[src/rtl/lfsr_engine.sv]
// lfsr_engine -- run-time configurable LFSR with Galois/Fibonacci feedback,
// loadable prescaler, single-step advance, lockup flag and period measurement.
//
// Ports:
//   clk                      clock
//   rst_i                    asynchronous active-high reset
//   load_i / seed_i          load state and seed register; clears prescaler and period logic
//   taps_load_i/taps_i/mode_i load tap mask and feedback mode (0 Galois, 1 Fibonacci)
//   div_load_i / div_i       load prescaler divisor D (advance every D+1 clocks)
//   enable_i                 free-running advance enable
//   step_i                   force one advance this cycle
//   state_o                  current state
//   bit_o                    bit shifted out by the last advance
//   valid_o                  one-cycle pulse aligned with an updated state_o/bit_o
//   lockup_o                 state_o is all zeros
//   period_o                 measured period (advances from seed back to seed)
//   period_valid_o           period_o valid (sticky until load_i or reset)
//   period_ovf_o             step counter saturated before the seed recurred (sticky)
module lfsr_engine #(
   parameter int              BITS       = 16,
   parameter int              TICK_BITS  = 8,
   parameter logic [BITS-1:0] RESET_TAPS = BITS'(16'hB400),
   parameter logic [BITS-1:0] RESET_SEED = BITS'(1'b1)
) (
   input  logic                 clk,
   input  logic                 rst_i,
   input  logic                 load_i,
   input  logic [BITS-1:0]      seed_i,
   input  logic                 taps_load_i,
   input  logic [BITS-1:0]      taps_i,
   input  logic                 mode_i,
   input  logic                 div_load_i,
   input  logic [TICK_BITS-1:0] div_i,
   input  logic                 enable_i,
   input  logic                 step_i,
   output logic [BITS-1:0]      state_o,
   output logic                 bit_o,
   output logic                 valid_o,
   output logic                 lockup_o,
   output logic [BITS-1:0]      period_o,
   output logic                 period_valid_o,
   output logic                 period_ovf_o
);

   localparam logic [BITS-1:0]      ZERO_C     = {BITS{1'b0}};
   localparam logic [BITS-1:0]      ONES_C     = {BITS{1'b1}};
   localparam logic [BITS-1:0]      ONE_C      = BITS'(1'b1);
   localparam logic [TICK_BITS-1:0] TICK_ZERO_C = {TICK_BITS{1'b0}};
   localparam logic [TICK_BITS-1:0] TICK_ONE_C  = TICK_BITS'(1'b1);

   // Galois: shift right, fold the tap mask in when a 1 falls out.
   function automatic logic [BITS-1:0] galois_next(input logic [BITS-1:0] s,
                                                   input logic [BITS-1:0] t);
      galois_next = (s >> 1'b1) ^ (s[0] ? t : ZERO_C);
   endfunction

   // Fibonacci: parity of the tapped bits enters at the MSB.
   function automatic logic [BITS-1:0] fib_next(input logic [BITS-1:0] s,
                                                input logic [BITS-1:0] t);
      fib_next = {^(s & t), s[BITS-1:1]};
   endfunction

   logic [BITS-1:0]      state_q,  state_d;
   logic [BITS-1:0]      seed_q,   seed_d;
   logic [BITS-1:0]      taps_q,   taps_d;
   logic                 mode_q,   mode_d;
   logic [TICK_BITS-1:0] div_q,    div_d;
   logic [TICK_BITS-1:0] tick_q,   tick_d;
   logic [BITS-1:0]      cnt_q,    cnt_d;
   logic                 bit_q,    bit_d;
   logic                 valid_q,  valid_d;
   logic [BITS-1:0]      period_q, period_d;
   logic                 pvalid_q, pvalid_d;
   logic                 povf_q,   povf_d;

   logic [BITS-1:0]      next_s;
   logic [BITS-1:0]      cnt_inc_s;
   logic                 wrap_s;
   logic                 advance_s;

   // Feedback selection, prescaler wrap and advance request.
   always_comb begin
      next_s    = mode_q ? fib_next(state_q, taps_q) : galois_next(state_q, taps_q);
      cnt_inc_s = cnt_q + ONE_C;
      wrap_s    = (tick_q == div_q);
      // step_i and a free-running wrap in the same cycle merge into one advance.
      advance_s = step_i | (enable_i & wrap_s);
   end

   // Next-state logic with load > configuration > advance priority.
   always_comb begin
      state_d  = state_q;
      seed_d   = seed_q;
      taps_d   = taps_q;
      mode_d   = mode_q;
      div_d    = div_q;
      tick_d   = tick_q;
      cnt_d    = cnt_q;
      bit_d    = bit_q;
      valid_d  = 1'b0;
      period_d = period_q;
      pvalid_d = pvalid_q;
      povf_d   = povf_q;
      if (load_i) begin
         state_d  = seed_i;
         seed_d   = seed_i;
         tick_d   = TICK_ZERO_C;
         cnt_d    = ZERO_C;
         pvalid_d = 1'b0;
         povf_d   = 1'b0;
      end else if (taps_load_i || div_load_i) begin
         if (taps_load_i) begin
            taps_d = taps_i;
            mode_d = mode_i;
         end else begin
            taps_d = taps_q;
         end
         if (div_load_i) begin
            div_d  = div_i;
            tick_d = TICK_ZERO_C;
         end else begin
            div_d  = div_q;
         end
      end else begin
         if (enable_i) begin
            tick_d = wrap_s ? TICK_ZERO_C : (tick_q + TICK_ONE_C);
         end else begin
            tick_d = tick_q;
         end
         if (advance_s) begin
            state_d = next_s;
            bit_d   = state_q[0];
            valid_d = 1'b1;
            if (!pvalid_q && !povf_q) begin
               cnt_d = cnt_inc_s;
               // Recurrence wins over saturation so a full 2^BITS-1 period is reported.
               if (next_s == seed_q) begin
                  period_d = cnt_inc_s;
                  pvalid_d = 1'b1;
               end else if (cnt_inc_s == ONES_C) begin
                  povf_d = 1'b1;
               end else begin
                  povf_d = 1'b0;
               end
            end else begin
               cnt_d = cnt_q;
            end
         end else begin
            state_d = state_q;
         end
      end
   end

   // State registers.
   always_ff @(posedge clk or posedge rst_i) begin
      if (rst_i) begin
         state_q  <= RESET_SEED;
         seed_q   <= RESET_SEED;
         taps_q   <= RESET_TAPS;
         mode_q   <= 1'b0;
         div_q    <= TICK_ZERO_C;
         tick_q   <= TICK_ZERO_C;
         cnt_q    <= ZERO_C;
         bit_q    <= 1'b0;
         valid_q  <= 1'b0;
         period_q <= ZERO_C;
         pvalid_q <= 1'b0;
         povf_q   <= 1'b0;
      end else begin
         state_q  <= state_d;
         seed_q   <= seed_d;
         taps_q   <= taps_d;
         mode_q   <= mode_d;
         div_q    <= div_d;
         tick_q   <= tick_d;
         cnt_q    <= cnt_d;
         bit_q    <= bit_d;
         valid_q  <= valid_d;
         period_q <= period_d;
         pvalid_q <= pvalid_d;
         povf_q   <= povf_d;
      end
   end

   assign state_o        = state_q;
   assign bit_o          = bit_q;
   assign valid_o        = valid_q;
   assign lockup_o       = (state_q == ZERO_C);
   assign period_o       = period_q;
   assign period_valid_o = pvalid_q;
   assign period_ovf_o   = povf_q;

endmodule

[config.mk]
export PLATFORM = sky130hd
export DESIGN_NAME = lfsr_engine
export DESIGN_NICKNAME = d
export VERILOG_FILES = /design/src/rtl/lfsr_engine.sv
export SDC_FILE = /design/constraint.sdc
export NUM_CORES = 1
export LEC_CHECK = 0
export BUFFER_PORTS_ARGS = -buffer_cell sky130_fd_sc_hd__buf_2
export CORE_ASPECT_RATIO = 0.9
export CORE_MARGIN = 1.5
export CORE_UTILIZATION = 35
export CTS_BUF_LIST = sky130_fd_sc_hd__clkbuf_4 sky130_fd_sc_hd__clkbuf_8 sky130_fd_sc_hd__clkbuf_16
export CTS_CLUSTER_SIZE = 40
export DETAILED_ROUTE_END_ITERATION = 10
export PLACE_DENSITY = 0.61
export SETUP_SLACK_MARGIN = 0.02
export SLEW_MARGIN = 30
export SYNTH_ARGS = -nofsm -noshare
export SYNTH_HDL_FRONTEND = slang
export SYNTH_SLANG_ARGS = --single-unit
[constraint.sdc]
create_clock -name clk -period 7.2 [get_ports clk]
set_input_delay 1.08 -clock clk [delete_from_list [all_inputs] [get_ports clk]]
set_output_delay 1.08 -clock clk [all_outputs]
set_load 0.01 [all_outputs]
==> summary.md, run 1 <==
| Metric | Value |
|---|---|
| Status | complete, no violations |
| Placement Setup Slack | 3.93 ns |
| #FFs+latches synth | 101 |
| Routed vias/inst | 4.93 |
| Commonest cells after routing, fill and taps aside | dfrtp_1 (95), buf_2 (84), nand2_1 (78) |
| Reg2reg path depth | 9 |
| Pin count of the biggest net entering global routing | 71 |
| CP delay by family, top | simple AND/OR/NAND/NOR gates |
| CP peak stage delay | 0.58 ns |
| Root Buffer | clkbuf_16 |
| Synth Warn # | 0 |
| GRT Residual Overflow | 0 |
| CP cell instances | nor2b_4 > nand2_1 > a21oi_1 > o211ai_1 > a2111oi_1 > nand4_1 > nor4_4 > buf_4 > mux2_2 |
| Gp weighted congestion | 0.866 |
| Area of the multi-input gates | 2660 um^2 |
| Later-pin clock latency in the skew report | 0.35 ns |
| Filler Cell Count | 1492 |
| Num rows | 42 |
| Hpwl dp | 9060 um |
| Bufs and invs on worst path | 1 |
| Fin crit share | 0.463 |
| Starting Density | 0.363 |
| DRC Markers | 0 |
| Leakage power | 2.74 nW |
| Clock transition at the registers of the reported paths | 0.06 ns |
| Hold-fix buffers, CTS | 0 |
| Worst EP arrival | 3.56 ns |
| Port Buffers | 84 |
| XOR/XNOR share of the synthesized area | 0.126 |
| Number of diodes | 0 |
| Main synth FF type | dfrtp_1 |
| Post-synth EDFFs | 0 |
| Actual slew at the worst max-slew pin | 0.811 ns |
| Post-CTS setup buffer count | 0 |
| Cts repair resizes | 0 |
| Die Y | 121 um |
| Mux contribution to synthesized area | 0.0964 |
| Largest fanout on the critical path | 19 |
| Worst path depth | 9 |
| Max cap viols | 0 |
| First-pass GRT wire length | 20600 um |
| Register area share after synthesis | 0.468 |
| GRT Resource Usage Total | 0.161 |
| Antenna violations before repair | 0 |
| Critical Path Source Type | register |
| Vias | around 4.0k |
| Post-Synth Adder-Cell Area | 0.00694 |
| Mapped cell area | between 5000 and 6000 um^2 |
| Hold Path Class | register to register |
| Post-synthesis simple-gate area fraction | 0.152 |
| Share of layout cells above drive strength 1 | 0.262 |
| Setup TNS | 0 ns |
| Crit Path Class | register to register |
| CP Capture Type | register |
| Fmax | 300 MHz |
| PnR worst setup slack | 3.87 ns |
| CP max-delay cell | dfstp_2 |
| Core ar. | ~15000 um^2 |
| FF+latch area | 2530 um^2 |
| Worst Skew | around 0.0064 ns |
| Async set-or-reset flop fraction in the synthesized netlist | 1.00 |
| Slew headroom | 0.456 |
| RSZ-0062 raised after global routing | no |
| IO Pins | 85 |
| Vias in the first global route | between 4k and 5k |
| Antenna-violating nets left | 0 |
| CP Data Required Time | 7.43 ns |
| Synth cell types | 52 |
| CTS Buffer Depth | 2 |
| Hold Fails Final Rpt | 0 |
| Routed WL | 12300 um |
| Initial DRC count | 254 |
| H-tree depth | 3 |
| Clock Sinks | 101 |
| Synth Area in Compound Gates | 0.109 |
| Wire length per cell | ~15 um |
| Most common cell after layout, fill and taps aside | dfrtp_1 |
| Max Slew Vio Count | 0 |
| Die area | ~16000 um^2 |
| Tmin final | 3.33 ns |
| Final-report setup violation count | 0 |
| Gate Count Post-Synth | 544 |
| Mean area per synthesized cell | 9.95 um^2 |
| Area Growth Syn to Fin | 15.7% |
| Num CTS Buffers | 9 |
| Worst VDD drop | between 0.1 and 0.15 mV |
| Largest family of logic cells by synthesized area | simple AND/OR/NAND/NOR gates |
| Pwr dens | 220 nW/um^2 |
| CTS tree | yes |
| Fin nets | 668 |
| Worst Hold Depth | 2 |
| First-pass iteration count of the detailed router | 4 |
| Synthesized Nets | 595 |
| Die W | 134 um |
worst min-delay path: stages, from the launching register on:
cell and delay, ns:
dfstp_2 0.37, inv_1 0.05, o21ai_0 0.07
registers in the layout, summed over array words and instances (netlist names):
name,flops
bit_o,1
cnt_q,16
div_q,8
mode_q,1
period_o,16
period_ovf_o,1
period_valid_o,1
seed_q,16
state_o,16
taps_q,16
tick_q,8
valid_o,1
synth_stat cells (all sizes together), types with 2 or more instances:
| cell type | n | area, um^2 |
|---|---|---|
| dfstp | 6 | 158 |
| nor2 | 23 | 86.3 |
| nand3b | 3 | 22.5 |
| and4 | 3 | 26.3 |
| nand4 | 5 | 31.3 |
| xnor2 | 44 | 385 |
| nand3 | 11 | 55.1 |
| buf | 11 | 82.6 |
| a21oi | 22 | 110 |
| a211oi | 2 | 15.0 |
| o211ai | 3 | 22.5 |
| mux2 | 41 | 492 |
| ha | 3 | 37.5 |
| xor2 | 34 | 298 |
| inv | 21 | 78.8 |
| or3 | 8 | 50.1 |
| and2 | 2 | 12.5 |
| nor4 | 9 | 77.6 |
| nor3 | 5 | 25.0 |
| clkbuf | 16 | 60.1 |
| a32o | 2 | 20.0 |
| o31ai | 2 | 15.0 |
| o21ai | 60 | 300 |
| dfrtp | 95 | 2380 |
| mux2i | 3 | 30.0 |
| nand2 | 82 | 318 |
| nor3b | 3 | 22.5 |
| nor2b | 4 | 32.5 |
| a21o | 2 | 15.0 |
| a32oi | 2 | 17.5 |
| nand2b | 5 | 31.3 |
metrics by stage:
step | total power [mW] | instances | hold WS (ns) | util | area [um^2]
finish | 1.38 | 820 | 0.500 | 0.420 | 6260
floorplan | 0.857 | 544 | 0.455 | - | 5410
global route | 1.45 | 820 | 0.526 | 0.420 | 6260
global placement | 0.924 | 804 | 0.479 | 0.401 | 5980
detailed placement | 0.929 | 804 | 0.476 | 0.401 | 5980
CTS | 1.39 | 820 | 0.505 | 0.420 | 6260
power by group:
| part | switching [mW] | internal (mW) | total (mW) |
|---|---|---|---|
| combinational | 0.130 | 0.119 | 0.249 |
| sequential | 0.0565 | 0.612 | 0.669 |
| clock | 0.201 | 0.258 | 0.459 |
| total | 0.387 | 0.989 | 1.38 |
path summary, 6_finish.rpt:
kind                                  from      endpoint  slack, ns
worst max register to register  state_o[0]  period_o[15]       3.87
worst max-delay path            state_o[0]  period_o[15]       3.87
max in group asynchronous            rst_i         bit_o       5.25
worst min-delay path             seed_q[0]     seed_q[0]       0.50
min in group asynchronous            rst_i      div_q[7]       0.79
worst min register to register   seed_q[0]     seed_q[0]       0.50
cell families after synthesis:
| group | Yosys count |
|---|---|
| flip-flops | 101 |
| buffers and inverters | 48 |
| multiplexers | 44 |
| AO/OA/AOI/OAI | 103 |
| AND/OR/NAND/NOR | 167 |
| XOR/XNOR | 78 |
| adder cells (fa/ha/maj) | 3 |
routing by layer:
| metal | vias up | GRT usage | wire length [um] |
|---|---|---|---|
| met4 | 0 | 0.0806 | 272 |
| met5 | - | 0 | 0 |
| met3 | 13 | 0.0297 | 492 |
| met1 | 1945 | 0.236 | 6250 |
| li1 | 2002 | - | - |
| met2 | 82 | 0.226 | 5310 |
final cells by class:
type | count | area share
multi-input cells | 395 | 0.425
flip-flops and latches | 101 | 0.405
repair buffers | 89 | 0.0731
clock buffers | 14 | 0.0430
well taps | 198 | 0.0396
inverters | 21 | 0.0130
clock inverters | 2 | 0.00160
No activity file was read; power rests on OpenSTA's default activity.
==> run 2, diff against run 1 <==
Settings changed: PLACE_DENSITY 0.61 to 0.63.
Clock period 7.2 ns to 3.05 ns, I/O delays scaled along.
==> run 2 against run 1 <==
  * Critical path depth increased by 2
  * Clock-buffer cell count decreased by 4
  * Clock skew up 0.0063 ns
  * Wire length up 4.3%
  * Sequential share of layout area shrank 1.2 points
  * Die area unchanged
  * Cell count increased by 1.5%
  * Critical endpoint is now period_o[14]
  * Largest cell class unchanged
==> summary.md, run 2 (synthesis results as in run 1) <==
| Metric | Value |
|---|---|
| Status | complete, no violations |
| Placed cell areas | 6070 um^2 (+1.4%) |
| IO Pins | 85 (unchanged) |
| Vias | 4158 (+2.9%) |
| Max Slew Vio Count | 0 (unchanged) |
| Die W | 134 um (unchanged) |
| Cells after DPL | 812 (+1.0%) |
| CP Capture Type | register |
| Hold Fails Final Rpt | 0 (unchanged) |
| Hold Path Class | input port to async pin |
| Filler Cell Count | 1499 (+0.47%) |
| Routed WL | 12900 um (+4.3%) |
| Die Y | 121 um (unchanged) |
| Pwr dens | 539 nW/um^2 (+150%) |
| Antenna-violating nets left | 0 (unchanged) |
| First-pass iteration count of the detailed router | 4 (unchanged) |
| Fin nets | 680 (+1.8%) |
| Hpwl dp | 9510 um (+5.0%) |
| Commonest cells after routing, fill and taps aside | dfrtp_1 (95), buf_2 (84), nand2_1 (78) |
| Share of layout cells above drive strength 1 | 0.278 (+0.0155) |
| Leakage power | 2.83 nW (+3.1%) |
| Final-report setup violation count | 0 (unchanged) |
| Slew headroom | 0.502 (+0.0461) |
| Worst Skew | 0.0126 ns (+0.00625 ns) |
| Max cap viols | 0 (unchanged) |
| Clock Sinks | 101 (unchanged) |
| RSZ-0062 raised after global routing | no |
| Total chip power | 3.48 mW (+150%) |
| Root Buffer | clkbuf_16 |
| Final instance area | 6450 um^2 (+3.0%) |
| Fin crit share | 0.939 (+0.477) |
| Critical Path Source Type | register |
| Pin count of the biggest net entering global routing | 65 (-8.5%) |
| GRT Resource Usage Total | 0.168 (+0.00651) |
| Initial DRC count | 214 (-16%) |
| Wire length per cell | 15.5 um (+2.8%) |
| Gp weighted congestion | 0.883 (+1.9%) |
| Crit Path Class | register to register |
| Most common cell after layout, fill and taps aside | dfrtp_1 |
| H-tree depth | 3 (unchanged) |
| Hold-fix buffers, CTS | 0 (unchanged) |
| Area of the multi-input gates | 2670 um^2 (+0.19%) |
| CP Data Required Time | 3.30 ns (-4.13 ns) |
| Fmax | 349 MHz (+16%) |
| Routed vias/inst | 5.00 (+1.4%) |
| Area Growth Syn to Fin | 19.1% |
| GRT Residual Overflow | 0 (unchanged) |
| Worst EP arrival | 3.11 ns (-0.45 ns) |
| Antenna violations before repair | 0 (unchanged) |
| Final cell count without fillers | 832 (+1.5%) |
| Actual slew at the worst max-slew pin | 0.743 ns (-0.0687 ns) |
| Core ar. | 14900 um^2 (unchanged) |
| Worst hold slack | 0.191 ns (-0.309 ns) |
| Largest fanout on the critical path | 17 (-2) |
| Num rows | 42 (unchanged) |
| Port Buffers | 84 (unchanged) |
| Num CTS Buffers | 9 (unchanged) |
| Number of diodes | 0 (unchanged) |
| Worst VDD drop | 0.239 mV (+130%) |
| First-pass GRT wire length | 21300 um (+3.4%) |
| FF+latch area | 2530 um^2 (unchanged) |
| Vias in the first global route | 4152 (+2.7%) |
| Later-pin clock latency in the skew report | 0.36 ns (about the same) |
| CTS Buffer Depth | 2 (unchanged) |
| Starting Density | 0.363 (unchanged) |
| DRC Markers | 0 (unchanged) |
| CTS tree | yes |
| Tmin final | 2.87 ns (-0.465 ns) |
| Die area | 16200 um^2 (unchanged) |
| Clock transition at the registers of the reported paths | 0.07 ns (about the same) |
==> run 2: cell count changes in the layout (fill, tap and decap cells not counted) <==
cell and change:
a2111oi_1 -1, buf_12 +3, clkbuf_4 -4, clkinv_4 +1
a2111oi_2 +1, buf_4 +9, inv_6 +2, bufinv_16 +2
clkinv_2 -1, inv_4 -1, clkinvlp_4 +1
==> run 2: routing by layer <==
metal	wire length (um)	track usage
met3	571	0.0301
met4	205	0.0685
met5	0	0
met1	6240	0.236
met2	5850	0.255
==> run 2: report_power, final <==
part	switching [mW]	internal, mW	total, mW
Clock	0.526	0.747	1.27
Sequential	0.126	1.44	1.57
Combinational	0.331	0.302	0.634
Total	0.983	2.49	3.48
==> run 2: cell type report <==
cell class              instances  area share
clock buffers                  10      0.0371
clock inverters                 6      0.0142
inverters                      21      0.0128
multi-input cells             395       0.413
flip-flops and latches        101       0.393
well taps                     198      0.0384
repair buffers                101      0.0908
==> run 2: per-stage QoR <==
step                setup TNS (ns)  setup WS, ns  utilization
CTS                              0         0.152        0.431
detailed placement          -0.156       -0.0264        0.407
global placement                 0       0.00632        0.407
floorplan                        0         0.193            -
global route                     0        0.0335        0.432
finish                           0         0.185        0.432
==> run 2: path summary, 6_finish.rpt <==
check	start	slack [ns]	cells after the start	to
setup reg to reg	state_o[0]	0.18	11	period_o[14]
hold reg to reg	seed_q[0]	0.50	2	seed_q[0]
setup / recovery	state_o[0]	0.18	11	period_o[14]
max in group asynchronous	rst_i	2.14	3	taps_q[12]
min in group clk	seed_i[2]	0.32	3	state_o[2]
hold / removal	rst_i	0.19	2	seed_q[3]
==> run 2: what timing repair did <==
action / 4_1_cts / 5_1_grt
pin swaps: 0 / 1
buffers inserted: 3 / 1
gates resized for setup: 0 / 1
setup endpoints to repair: 15 / 15
==> run 2: critical path: stages, from the launching register on <==
cell      delay, ns
dfstp_2        0.53
nor2b_4        0.16
buf_12         0.15
buf_4          0.13
nand2_2        0.07
a32oi_1        0.19
o211ai_1       0.13
nor4_2         0.27
nand4_1        0.20
nor4_4         0.35
buf_12         0.21
mux2_2         0.34
==> run 3, diff against run 2 <==
Settings changed: GPL_TIMING_DRIVEN from default to 0.
==> run 3 against run 2 <==
  * Combinational power increased by 9.0%
  * Highest routed layer unchanged
  * Critical path type unchanged
  * Clock-buffer cell count rose by 3
  * Die area is the same
  * Largest power group unchanged
  * Sequential power about the same
  * Non-clock buffer count is 23 higher
  * Via count grew 5.8%
  * First-iteration DRC count up 48%
  * Largest cell class unchanged
  * Utilization increased by 1.1 points
  * Worst setup slack worse by 0.14 ns
  * Final area increased by 2.6%
  * Sequential share of layout area decreased by 0.99 points
==> summary.md, run 3 (synthesis results as in run 1) <==
| Metric | Value |
|---|---|
| CP delay by family, top | buffers and inverters |
| Reg2reg path depth | 12 (+1) |
| Sw power | 0.967 mW (-1.7%) |
| Fmax | 333 MHz (-4.7%) |
| GRT Resource Usage Total | 0.180 (+0.0123) |
| Port Buffers | 83 (-1.2%) |
| Cell internal pwr | 2.47 mW (-0.82%) |
| Total chip power | 3.44 mW (-1.1%) |
| CP Data Required Time | 3.29 ns (about the same) |
| Clock transition at the registers of the reported paths | 0.07 ns (about the same) |
| Routed WL | 14000 um (+9.1%) |
| Num rows | 42 (unchanged) |
| Clock Sinks | 101 (unchanged) |
| Wire length per cell | 16.5 um (+6.4%) |
| Max Slew Vio Count | 0 (unchanged) |
| Critical Path Source Type | register |
| Leakage power | 2.89 nW (+2.4%) |
| CP peak stage delay | 0.56 ns (+0.03 ns) |
| Starting Density | 0.363 (unchanged) |
| Die area | 16200 um^2 (unchanged) |
| Final instance area | 6610 um^2 (+2.6%) |
| Setup TNS | 0 ns (unchanged) |
| Final-report setup violation count | 0 (unchanged) |
| Antenna-violating nets left | 0 (unchanged) |
| Root Buffer | clkbuf_16 |
| Cells after DPL | 829 (+2.1%) |
| Status | complete, no violations |
| Hpwl dp | 10300 um (+8.1%) |
| Area Growth Syn to Fin | 22.2% |
| Largest fanout on the critical path | 10 (-7) |
| Later-pin clock latency in the skew report | 0.35 ns (about the same) |
| Num CTS Buffers | 9 (unchanged) |
| Die W | 134 um (unchanged) |
| Slew headroom | 0.467 (-0.0353) |
| Placed cell areas | 6180 um^2 (+1.9%) |
| Final cell count without fillers | 853 (+2.5%) |
| CP Capture Type | register |
| Most used cell, CP | buf_4 |
| Hold Path Class | input port to async pin |
| Placement Setup Slack | -0.489 ns (-0.463 ns) |
| Clock power frac | 0.347 (-0.019) |
| RSZ-0062 raised after global routing | yes |
| Routed vias/inst | 5.16 (+3.2%) |
| Gp weighted congestion | 0.970 (+9.9%) |
| Actual slew at the worst max-slew pin | 0.795 ns (+0.0526 ns) |
| Max cap viols | 0 (unchanged) |
| Hold Fails Final Rpt | 0 (unchanged) |
| Pin count of the biggest net entering global routing | 29 (-55%) |
| Bufs and invs on worst path | 5 (+2) |
| Most common cell after layout, fill and taps aside | dfrtp_1 |
| H-tree depth | 3 (unchanged) |
| Final core utilization | 0.443 (+0.0111) |
| Vias | 4398 (+5.8%) |
| Core ar. | 14900 um^2 (unchanged) |
| First-pass iteration count of the detailed router | 5 (+1) |
| Initial DRC count | 316 (+48%) |
| Pwr dens | 520 nW/um^2 (-3.6%) |
| DRC Markers | 0 (unchanged) |
| Worst hold slack | 0.0990 ns (-0.0917 ns) |
| Fin nets | 703 (+3.4%) |
| CP max-delay cell | dfstp_2 |
| Antenna violations before repair | 0 (unchanged) |
| Worst path depth | 12 (+1) |
| Reg power frac | 0.452 (about the same) |
| Sw frac | 0.281 (-0.00172) |
| Commonest cells after routing, fill and taps aside | dfrtp_1 (95), buf_2 (88), nand2_1 (76) |
| CP cell instances | nor2b_4 > buf_8 > buf_12 > nand2_2 > a31o_1 > a2111oi_4 > nand4_1 > buf_4 > nor4_4 > buf_4 > buf_4 > mux2_2 |
| Number of diodes | 0 (unchanged) |
| CTS tree | yes |
| Worst Skew | 0.00498 ns (-0.00766 ns) |
| Vias in the first global route | 4413 (+6.3%) |
| Worst EP arrival | 3.24 ns (+0.13 ns) |
| Tmin final | 3.01 ns (+0.141 ns) |
| Worst VDD drop | 0.266 mV (+11%) |
| First-pass GRT wire length | 22700 um (+6.7%) |
| Share of layout cells above drive strength 1 | 0.282 (+0.00484) |
| Fin crit share | 0.985 (+0.0461) |
| IO Pins | 85 (unchanged) |
| CTS Buffer Depth | 2 (unchanged) |
| Comb pwr share | 0.201 (+0.019) |
| PnR worst setup slack | 0.0442 ns (-0.141 ns) |
| GRT Residual Overflow | 0 (unchanged) |
| Crit Path Class | register to register |
| Die Y | 121 um (unchanged) |
-- run 3: changes by cell type in the layout (fill, tap and decap cells not counted), sizes merged --
cell    change
buf         +7
bufinv      -1
clkbuf     +19
clkinv      -2
inv         -2
-- run 3: final cells by class --
| type | count | area [um^2] |
|---|---|---|
| sequential | 101 | 2530 |
| timing repair buffer | 97 | 593 |
| fill | 1465 | 8310 |
| clock inverter | 1 | 30.0 |
| inverter | 21 | 82.6 |
| buffer | 27 | 146 |
| clock buffer | 13 | 274 |
| tap | 198 | 248 |
| multi-input combinational | 395 | 2700 |
-- run 3: final timing paths --
path,start,endpoint,slack [ns]
setup / recovery,state_o[0],period_o[15],0.04
hold / removal,rst_i,valid_o,0.1
setup reg to reg,state_o[0],period_o[15],0.04
hold reg to reg,seed_q[0],seed_q[0],0.48
max in group asynchronous,rst_i,cnt_q[5],1.93
min in group clk,seed_i[10],state_o[10],0.33
-- run 3: power groups by stage --
stage | Combinational (mW) | Sequential, mW | Clock, mW
finish | 0.691 | 1.56 | 1.19
global placement | 0.627 | 1.57 | 0
global route | 0.760 | 1.57 | 1.28
floorplan | 0.470 | 1.55 | 0
detailed placement | 0.659 | 1.58 | 0
CTS | 0.667 | 1.55 | 1.23
-- run 3: repair_timing --
item                                    4_1_cts  5_1_grt
endpoints found under the setup margin       17       17
hold buffers                                  0        0
endpoints found under the hold margin         0        0
cloned                                        0        1
buffers inserted                              3        6
gates resized for setup                       2       10
pin swaps                                     2        5
-- run 3: worst register-to-register path, cell delays in order, from the launching register on --
cell,delay [ns]
dfstp_2,0.56
nor2b_4,0.15
buf_8,0.15
buf_12,0.15
nand2_2,0.08
a31o_1,0.27
a2111oi_4,0.30
nand4_1,0.16
buf_4,0.19
nor4_4,0.19
buf_4,0.18
buf_4,0.15
mux2_2,0.34
-- run 3: metal layers --
metal	share of wire	GRT usage	vias to the layer above
li1	-	-	2073
met4	0.019	0.0753	0
met5	0	0	-
met2	0.45	0.276	148
met3	0.059	0.0368	17
met1	0.47	0.248	2160
